`src/rtl/tod_receiver_holdover.sv`:
```
// Time-of-day receiver: assembles serial seconds frames between seconds markers,
// qualifies lock over consecutive in-sequence frames and flywheels through bad frames.
module tod_receiver_holdover #(
    parameter int EVCODE_WIDTH  = 8,
    parameter int SECONDS_WIDTH = 32,
    parameter int TICKS_WIDTH   = 32,
    parameter int COUNTER_WIDTH = 10,
    parameter logic [EVCODE_WIDTH-1:0] EVCODE_SHIFT_ZERO = 8'h70,
    parameter logic [EVCODE_WIDTH-1:0] EVCODE_SHIFT_ONE  = 8'h71,
    parameter logic [EVCODE_WIDTH-1:0] EVCODE_MARKER     = 8'h7D,
    parameter int LOCK_COUNT     = 2,
    parameter int HOLDOVER_LIMIT = 4
) (
    input  logic                                 Clock,
    input  logic                                 Reset_n,
    input  logic [EVCODE_WIDTH-1:0]              EventStream,
    input  logic                                 clearCounters,
    output logic [SECONDS_WIDTH+TICKS_WIDTH-1:0] TimeStamp,
    output logic                                 tsValid,
    output logic                                 holdover,
    output logic                                 ppsStrobe,
    output logic [TICKS_WIDTH-1:0]               ticksPerSecond,
    output logic [COUNTER_WIDTH-1:0]             tooFewCount,
    output logic [COUNTER_WIDTH-1:0]             tooManyCount,
    output logic [COUNTER_WIDTH-1:0]             outOfSeqCount
);

    localparam int BIT_CNT_W = $clog2(SECONDS_WIDTH + 2);
    localparam int MATCH_W   = $clog2(LOCK_COUNT + 1);
    localparam int MISS_W    = (HOLDOVER_LIMIT < 1) ? 1 : $clog2(HOLDOVER_LIMIT + 1);
    localparam logic [BIT_CNT_W-1:0] FULL_COUNT = BIT_CNT_W'(SECONDS_WIDTH);
    localparam logic [BIT_CNT_W-1:0] SAT_COUNT  = BIT_CNT_W'(SECONDS_WIDTH + 1);

    typedef enum logic [1:0] {
        ST_UNLOCKED,
        ST_ACQUIRE,
        ST_LOCKED,
        ST_HOLDOVER
    } state_t;

    state_t                     state, state_next;
    logic [SECONDS_WIDTH-1:0]   shift_reg;
    logic [SECONDS_WIDTH-1:0]   expect_seconds;
    logic [BIT_CNT_W-1:0]       bit_count;
    logic [MATCH_W-1:0]         match_count, match_next;
    logic [MISS_W-1:0]          miss_count, miss_next;
    logic [SECONDS_WIDTH-1:0]   ts_seconds, seconds_next;
    logic [TICKS_WIDTH-1:0]     ts_ticks;

    logic is_shift, is_marker, frame_good, frame_few, frame_many, good_match, tick_ovf;

    assign is_shift   = (EventStream == EVCODE_SHIFT_ZERO) || (EventStream == EVCODE_SHIFT_ONE);
    assign is_marker  = (EventStream == EVCODE_MARKER);
    assign frame_good = (bit_count == FULL_COUNT);
    assign frame_few  = (bit_count <  FULL_COUNT);
    assign frame_many = (bit_count >  FULL_COUNT);
    assign good_match = frame_good && (shift_reg == expect_seconds);
    assign tick_ovf   = ts_ticks[TICKS_WIDTH-1] && !is_marker;

    assign TimeStamp  = {ts_seconds, ts_ticks};

    always_ff @(posedge Clock or negedge Reset_n) begin
        if (!Reset_n) begin
            shift_reg      <= '0;
            bit_count      <= '0;
            expect_seconds <= '0;
        end else if (is_shift) begin
            shift_reg <= {shift_reg[SECONDS_WIDTH-2:0], EventStream[0]};
            if (bit_count != SAT_COUNT)
                bit_count <= bit_count + 1'b1;
        end else if (is_marker) begin
            bit_count <= '0;
            if (frame_good)
                expect_seconds <= shift_reg + 1'b1;
        end
    end

    // The tick counter freezes once its top bit sets so a lost marker stream is detectable
    always_ff @(posedge Clock or negedge Reset_n) begin
        if (!Reset_n) begin
            ts_ticks       <= '0;
            ticksPerSecond <= '0;
            ppsStrobe      <= 1'b0;
        end else begin
            ppsStrobe <= is_marker;
            if (is_marker) begin
                ts_ticks       <= '0;
                ticksPerSecond <= ts_ticks;
            end else if (!ts_ticks[TICKS_WIDTH-1]) begin
                ts_ticks <= ts_ticks + 1'b1;
            end
        end
    end

    always_ff @(posedge Clock or negedge Reset_n) begin
        if (!Reset_n) begin
            state       <= ST_UNLOCKED;
            ts_seconds  <= '0;
            match_count <= '0;
            miss_count  <= '0;
            tsValid     <= 1'b0;
            holdover    <= 1'b0;
        end else begin
            state       <= state_next;
            ts_seconds  <= seconds_next;
            match_count <= match_next;
            miss_count  <= miss_next;
            tsValid     <= (state_next == ST_LOCKED) || (state_next == ST_HOLDOVER);
            holdover    <= (state_next == ST_HOLDOVER);
        end
    end

    always_comb begin
        state_next   = state;
        seconds_next = ts_seconds;
        match_next   = match_count;
        miss_next    = miss_count;
        if (tick_ovf) begin
            state_next = ST_UNLOCKED;
            match_next = '0;
            miss_next  = '0;
        end else if (is_marker) begin
            case (state)
                ST_UNLOCKED: begin
                    if (frame_good) begin
                        match_next = MATCH_W'(1);
                        if (LOCK_COUNT == 1) begin
                            state_next   = ST_LOCKED;
                            seconds_next = shift_reg;
                        end else begin
                            state_next = ST_ACQUIRE;
                        end
                    end
                end
                ST_ACQUIRE: begin
                    if (good_match) begin
                        if (int'(match_count) + 1 >= LOCK_COUNT) begin
                            state_next   = ST_LOCKED;
                            seconds_next = shift_reg;
                            match_next   = '0;
                        end else begin
                            match_next = match_count + 1'b1;
                        end
                    end else if (frame_good) begin
                        match_next = MATCH_W'(1);
                    end else begin
                        state_next = ST_UNLOCKED;
                        match_next = '0;
                    end
                end
                ST_LOCKED: begin
                    if (good_match) begin
                        seconds_next = shift_reg;
                    end else begin
                        seconds_next = ts_seconds + 1'b1;
                        if (HOLDOVER_LIMIT == 0) begin
                            state_next = ST_UNLOCKED;
                        end else begin
                            state_next = ST_HOLDOVER;
                            miss_next  = MISS_W'(1);
                        end
                    end
                end
                ST_HOLDOVER: begin
                    if (good_match) begin
                        state_next   = ST_LOCKED;
                        seconds_next = shift_reg;
                        miss_next    = '0;
                    end else if (int'(miss_count) + 1 >= HOLDOVER_LIMIT) begin
                        // Holdover exhausted: keep the last flywheeled second on display
                        state_next = ST_UNLOCKED;
                        miss_next  = '0;
                    end else begin
                        seconds_next = ts_seconds + 1'b1;
                        miss_next    = miss_count + 1'b1;
                    end
                end
                default: state_next = ST_UNLOCKED;
            endcase
        end
    end

    function automatic logic [COUNTER_WIDTH-1:0] bump(input logic [COUNTER_WIDTH-1:0] value,
                                                      input logic inc, input logic clr);
        if (clr)
            return '0;
        if (inc && (value != '1))
            return value + 1'b1;
        return value;
    endfunction

    always_ff @(posedge Clock or negedge Reset_n) begin
        if (!Reset_n) begin
            tooFewCount   <= '0;
            tooManyCount  <= '0;
            outOfSeqCount <= '0;
        end else begin
            tooFewCount   <= bump(tooFewCount,   is_marker && frame_few,  clearCounters);
            tooManyCount  <= bump(tooManyCount,  is_marker && frame_many, clearCounters);
            outOfSeqCount <= bump(outOfSeqCount, is_marker && frame_good && !good_match, clearCounters);
        end
    end

endmodule

```
`config.mk`:
```
export PLATFORM = sky130hd
export DESIGN_NAME = tod_receiver_holdover
export DESIGN_NICKNAME = d
export VERILOG_FILES = /design/src/rtl/tod_receiver_holdover.sv
export SDC_FILE = /design/constraint.sdc
export NUM_CORES = 1
export LEC_CHECK = 0
export CAP_MARGIN = 0
export CORE_AREA = 3 3 150 152
export DETAILED_ROUTE_END_ITERATION = 6
export DIE_AREA = 0 0 153 155
export PLACE_DENSITY = 0.68
export SLEW_MARGIN = 15
export SYNTH_ARGS = -nofsm -noshare
export SYNTH_HDL_FRONTEND = slang
export SYNTH_SLANG_ARGS = --single-unit
```
`constraint.sdc`:
```
create_clock -name Clock -period 3.4 [get_ports Clock]
set_input_delay 0.51 -clock Clock [delete_from_list [all_inputs] [get_ports Clock]]
set_output_delay 0.51 -clock Clock [all_outputs]
set_load 0.1 [all_outputs]
```
==> metrics.txt, run 1 <==
ys flop type=dfrtp_1; required time of the critical path=3.80 ns; Hold Violations, Final=7; io pins=140; synthesis warning total=0; slack of the critical path=0.554 ns; largest cells by area after synthesis=dfrtp_1, nand2_1, xor2_1, o21ai_0, nor2_1; routability cong.=0.832; Hold Crit Class=in2async; GRT Util Overall=0.221; Mapped Nets=1,153; Syn Std Cell Area=0.0105 sq mm; synthesis-to-finish area growth=23.0%; ANT nets after route=0; vias in the first global route=8,245; postcts setup bufs=0; Post-synth EDFFs=0; drt first-iter violations=568; worst-path fanout max=22; syn_area_per_cell=9.32 sq um; Num CTS Buffers=23; Critical R2R Launch=shift_reg[20]; run status=finished with violations; TritonCTS clock tree=built; DRC viols=0; DRT Pass-1 Iters=5; Crit path buffers/inverters=1; min cycle time layout=2.85 ns; R2R Setup Slk=0.55 ns; RR Endpoint=ts_seconds[19]; crit-path leading delay family=simple AND/OR/NAND/NOR gates; Routed wire per std cell=17.0 um; DP HPWL=18,400 um; Rel. slew slack=0.300; post-synth cell types=57; Arr. time, crit path=3.25 ns; Worst path max stage delay=0.52 ns; fin crit share=0.837; Post-Route WL=26,300 um; Crit. End Element=register; I/O Buffers=139; Fillers=1,821; fraction of layout cells with a size suffix above 1=0.103; CTS H-tree depth=1; share of the yosys chip area belonging to registers=0.489; depth of the worst register-to-register path=8; max-cap violations=0; antenna violations before repair=0; pins over their slew limit=0; crit start category=register; row cnt=53; Seq. cell area=0.00515 sq mm; Worst VDD drop=501 uV; Post-Place Setup Slack=0.438 ns; Clock transition at path regs=0.06 ns; Synth top area share=0.489; first-pass GRT wire length=43,700 um; Antenna diodes=0; Hold Buf Count CTS=0; Layout Skew=0.0164 ns; Overflow after GRT=0; Die Ht=155 um; Fin Setup TNS=0 ns; failing checks=negative hold slack; fin nets=1,278; crit path cell chain=xor2_1 > nor4_1 > nand4_2 > o41ai_4 > and2_2 > buf_4 > mux2i_1 > nand2_1; post-synthesis register bit count=206; Starting Density=0.498; max frequency=0.351 GHz; Post-synth ARST share=1.00; Hold WS=-0.0157 ns; Synth top cells by count=nand2_1, dfrtp_1, nor2_1, xor2_1, o21ai_0; Slew @ Worst Pin=1.05 ns; crit path kind=reg2reg; multi-input logic area=0.00502 sq mm; worst-case clock buffer depth=3; P_leak=5.68 nW; Root Driver=clkbuf_16; Setup-failing EPs final=0; clock sink total=206; Vias=8,550; RSZ-0062 raised after global routing=false; Synth Instances=1,130; post-cts resize count=0; pwr dens=627 mW/mm^2; chip width=153 um; cell taking the most area after synthesis=dfrtp_1; die area=0.0237 sq mm; Final Util=0.613; slowest cell on the critical path=o41ai_4; vias per cell=5.53; largest net degree at the start of global routing=77; Clock Latency Late Sink=0.51 ns; core area=0.0212 sq mm; most common cell in the netlist=nand2_1
[logic make-up after synthesis]
logic type	share of synthesized area
AO/OA/AOI/OAI	0.0893
XOR/XNOR	0.0923
adder cells (fa/ha/maj)	0.0143
buffers and inverters	0.0364
flip-flops	0.489
multiplexers	0.0454
AND/OR/NAND/NOR	0.233
[final cells by class]
class | count | area share
Timing Repair Buffer | 166 | 0.124
Sequential cell | 206 | 0.398
Clock inverter | 6 | 0.00840
Inverter | 21 | 0.00608
Tap cell | 275 | 0.0266
Multi-Input combinational cell | 837 | 0.387
Clock buffer | 35 | 0.0494
[cells in the final DEF, fill, tap and decap left out, types with 3 or more instances in the layout]
cell type	netlist	final
inv_1	21	20
dfrtp_1	206	206
nor2b_1	4	4
nand2_1	219	218
a21oi_2	6	6
buf_12	0	4
or4_1	6	6
clkdlybuf4s50_1	0	124
nor3_1	21	21
clkbuf_16	0	23
a31o_2	5	5
buf_4	3	37
a31oi_1	12	12
nor4_2	3	4
clkbuf_8	0	3
and3_1	25	25
mux2i_1	14	14
nor2_1	93	93
ha_1	12	12
a221oi_1	5	5
nand3_1	49	49
xor2_1	77	77
nand4_1	31	31
nor3b_1	4	4
mux2_2	29	29
clkbuf_1	46	10
a21oi_1	33	33
bufinv_16	0	3
o21ai_0	76	76
or3_1	13	13
or2_2	4	4
and4_1	6	6
xnor2_1	34	34
and2_1	7	6
nor4_1	16	15
[routing by layer]
metal,up-vias,routed length (um),part of all wire,GRT usage
li1,4133,-,-,-
met1,4170,12100,0.46,0.312
met2,206,12400,0.47,0.361
met3,41,1150,0.044,0.0320
met4,0,703,0.027,0.0577
met5,-,0,0,0
[power breakdown]
part / switching [mW] / internal (mW) / total (mW) / leakage (nW)
sequential: 0.341 / 2.69 / 3.03 / 2.72
clock: 0.977 / 1.52 / 2.50 / 0.364
combinational: 2.00 / 0.597 / 2.59 / 2.60
[worst reg2reg max path: cells and delay by family, from the launching register on]
family / cells / cell delay [ns]
flops: 1 / 0.48
simple gates: 4 / 0.96
compound gates: 1 / 0.52
buf+inv: 1 / 0.29
xor+xnor: 1 / 0.24
mux: 1 / 0.25
[worst max-delay path by stage]
stage	from	end	slack, ns	cells after the start
floorplan	ts_seconds[5]	ts_seconds[31]	0.48	7
global placement	EventStream[5]	outOfSeqCount[5]	0.47	9
detailed placement	EventStream[7]	outOfSeqCount[5]	0.44	9
CTS	shift_reg[20]	ts_seconds[19]	0.56	8
global route	shift_reg[20]	ts_seconds[17]	0.37	7
finish	shift_reg[20]	ts_seconds[19]	0.55	8
[per-stage QoR]
stage / hold slack, ns / instance area [sq um] / power (mW) / cells
2_1_floorplan: 0.214 / 10500 / 4.95 / 1130
3_5_place_dp: 0.464 / 12200 / 5.67 / 1505
6_report: -0.0157 / 13000 / 8.13 / 1546
4_1_cts: 0.0144 / 13000 / 8.19 / 1546
3_3_place_gp: 0.457 / 12200 / 5.64 / 1505
5_1_grt: 0.0180 / 13000 / 8.43 / 1546
Power figures use the tool's default switching activity.
==> run 2, diff against run 1 <==
--- a/config.mk
+++ b/config.mk
@@ -9,7 +9,7 @@
 export CORE_AREA = 3 3 150 152
 export DETAILED_ROUTE_END_ITERATION = 6
 export DIE_AREA = 0 0 153 155
-export PLACE_DENSITY = 0.68
+export PLACE_DENSITY = 0.71
 export SLEW_MARGIN = 15
 export SYNTH_ARGS = -nofsm -noshare
 export SYNTH_HDL_FRONTEND = slang
==> constraint.sdc (replaced) <==
create_clock -name Clock -period 2.5 [get_ports Clock]
set_input_delay 0.375 -clock Clock [delete_from_list [all_inputs] [get_ports Clock]]
set_output_delay 0.375 -clock Clock [all_outputs]
set_load 0.1 [all_outputs]
==> run 2 against run 1 <==
Net effect:
- the flow now finishes without violations
- utilization up 3.0 points
- total power up 39%
- global-route usage up 0.055 points
- critical path depth up 2
- clock skew down 0.0044 ns
- fmax up 18%
- combinational power up 37%
- clock-buffer cell count down 7
- first-iteration DRC count down 11%
- clock power up 46%
- via count up 4.2%
- highest routed layer unchanged
==> metrics.txt, run 2 (synthesis results as in run 1) <==
run status=complete, no violations; depth of the worst register-to-register path=10; post-route insts no fill=1,627; largest net degree at the start of global routing=80; max-cap violations=0; required time of the critical path=2.88 ns; clock sink total=206; RR Endpoint=ts_seconds[27]; Net Switching=4.53 mW; CTS H-tree depth=1; fin nets=1,359; R2R Setup Slk=0.09 ns; commonest non-fill, non-tap cell in the layout=buf_4; ANT nets after route=0; Total Power Consumption=11.3 mW; RSZ-0062 raised after global routing=true; max frequency=0.415 GHz; Critical R2R Launch=shift_reg[26]; Int Power=6.74 mW; routability cong.=0.842; row cnt=53; GRT Util Overall=0.221; Hold Crit Class=in2async; DRT Pass-1 Iters=7; Setup-failing EPs final=0; Clk network pwr share=0.323; Worst path max stage delay=0.39 ns; pwr dens=829 mW/mm^2; Crit. End Element=register; Slew @ Worst Pin=0.688 ns; Comb pwr share=0.315; Overflow after GRT=0; Root Driver=clkbuf_16; Starting Density=0.498; DRC viols=0; Routed wire per std cell=16.8 um; drt first-iter violations=503; crit path cell chain=xor2_1 > nor4_2 > nand3_1 > buf_6 > buf_4 > o31a_4 > buf_12 > and3_1 > a31oi_1 > nand3_1; synthesis-to-finish area growth=29.1%; TritonCTS clock tree=built; commonest cells after routing, fill and taps aside=buf_4, nand2_1, dfrtp_1, nor2_1; DP HPWL=19,200 um; Seq pwr share=0.362; crit start category=register; Post-Route WL=27,400 um; pins over their slew limit=0; Worst VDD drop=814 uV; Post-Place Cells=1,576; Arr. time, crit path=2.79 ns; core area=0.0212 sq mm; fin crit share=0.964; Vias=8,905; chip width=153 um; switch share=0.402; antenna violations before repair=0; P_leak=6.33 nW; fraction of layout cells with a size suffix above 1=0.279; Hold Violations, Final=0; I/O Buffers=139; worst-path fanout max=7; Layout Skew=0.0120 ns; die area=0.0237 sq mm; Die Ht=155 um; first-pass GRT wire length=44,100 um; CP most frequent cell=nand3_1; Num CTS Buffers=23; Antenna diodes=0; Clock transition at path regs=0.06 ns; min cycle time layout=2.41 ns; io pins=140; Rel. slew slack=0.538; crit path kind=reg2reg; vias in the first global route=8,505; Clock Latency Late Sink=0.50 ns; vias per cell=5.47; worst-case clock buffer depth=3; slowest cell on the critical path=dfrtp_1
==> run 2: cell types whose count changed in the layout (fill, tap and decap cells not counted), sizes merged <==
cell,delta
buf,+191
clkinv,+5
clkbuf,-3
clkinvlp,+1
bufinv,+2
clkdlybuf4s50,-115
dlygate4sd3,+1
inv,-1
==> run 2: layout make-up <==
cell class | instances | area, sq um
clock buffer | 28 | 624
clock inverter | 13 | 193
fill | 1751 | 7550
inverter | 21 | 78.8
multi-input combinational | 837 | 5070
sequential | 206 | 5210
tap | 275 | 344
timing repair buffer | 247 | 2080
==> run 2: critical path: cells and delay by family (launching register included) <==
| kind | cells | cell delay (ns) |
|---|---|---|
| AO/OA/AOI/OAI | 2 | 0.55 |
| buffers and inverters | 3 | 0.46 |
| XOR/XNOR | 1 | 0.18 |
| flip-flops | 1 | 0.39 |
| AND/OR/NAND/NOR | 4 | 0.70 |
==> run 2: stage by stage <==
stage                      util  worst slack, ns  instance area (sq um)  hold slack (ns)  TNS (ns)
final                     0.643           0.0897                  13600            0.454         0
after global routing      0.643          -0.0359                  13600            0.498    -0.113
after CTS                 0.633           0.0354                  13400            0.479         0
after detailed placement  0.594           -0.172                  12600            0.454     -1.52
after global placement    0.594           -0.117                  12600            0.454    -0.554
after floorplan               -          -0.0186                  10600           0.0794   -0.0186
==> run 2: timing repair <==
item / 4_1_cts / 5_1_grt
hold buffers: 1 / 0
endpoints found under the setup margin: 8 / 18
setup buffers: 0 / 5
pin swaps: 0 / 12
cloned: 0 / 4
resized for setup: 1 / 12
hold endpoints to repair: 73 / 0
==> run 2: how the worst max path moves through the flow <==
stage / depth (start not counted) / slack (ns) / from / to
after floorplan: 7 / -0.02 / ts_seconds[8] / ts_seconds[31]
after global routing: 9 / -0.04 / ts_seconds[0] / ts_seconds[30]
after global placement: 9 / -0.12 / EventStream[5] / outOfSeqCount[5]
final: 10 / 0.09 / shift_reg[26] / ts_seconds[27]
after detailed placement: 9 / -0.17 / EventStream[5] / outOfSeqCount[5]
after CTS: 9 / 0.04 / shift_reg[20] / ts_seconds[24]
==> run 2: metal layers <==
layer,wire (um),track usage,up-vias
met5,0,0,-
met4,819,0.0717,0
li1,-,-,4301
met1,12000,0.300,4297
met3,1330,0.0342,53
met2,13200,0.369,254
==> run 2: power by group through the flow <==
| stage | Combinational (mW) | Sequential, mW | Clock, mW |
|---|---|---|---|
| 6_report | 3.55 | 4.08 | 3.64 |
| 5_1_grt | 3.70 | 4.14 | 3.84 |
| 4_1_cts | 3.56 | 4.08 | 3.71 |
| 3_5_place_dp | 3.55 | 4.14 | 0 |
| 3_3_place_gp | 3.51 | 4.13 | 0 |
| 2_1_floorplan | 0.646 | 6.11 | 0 |
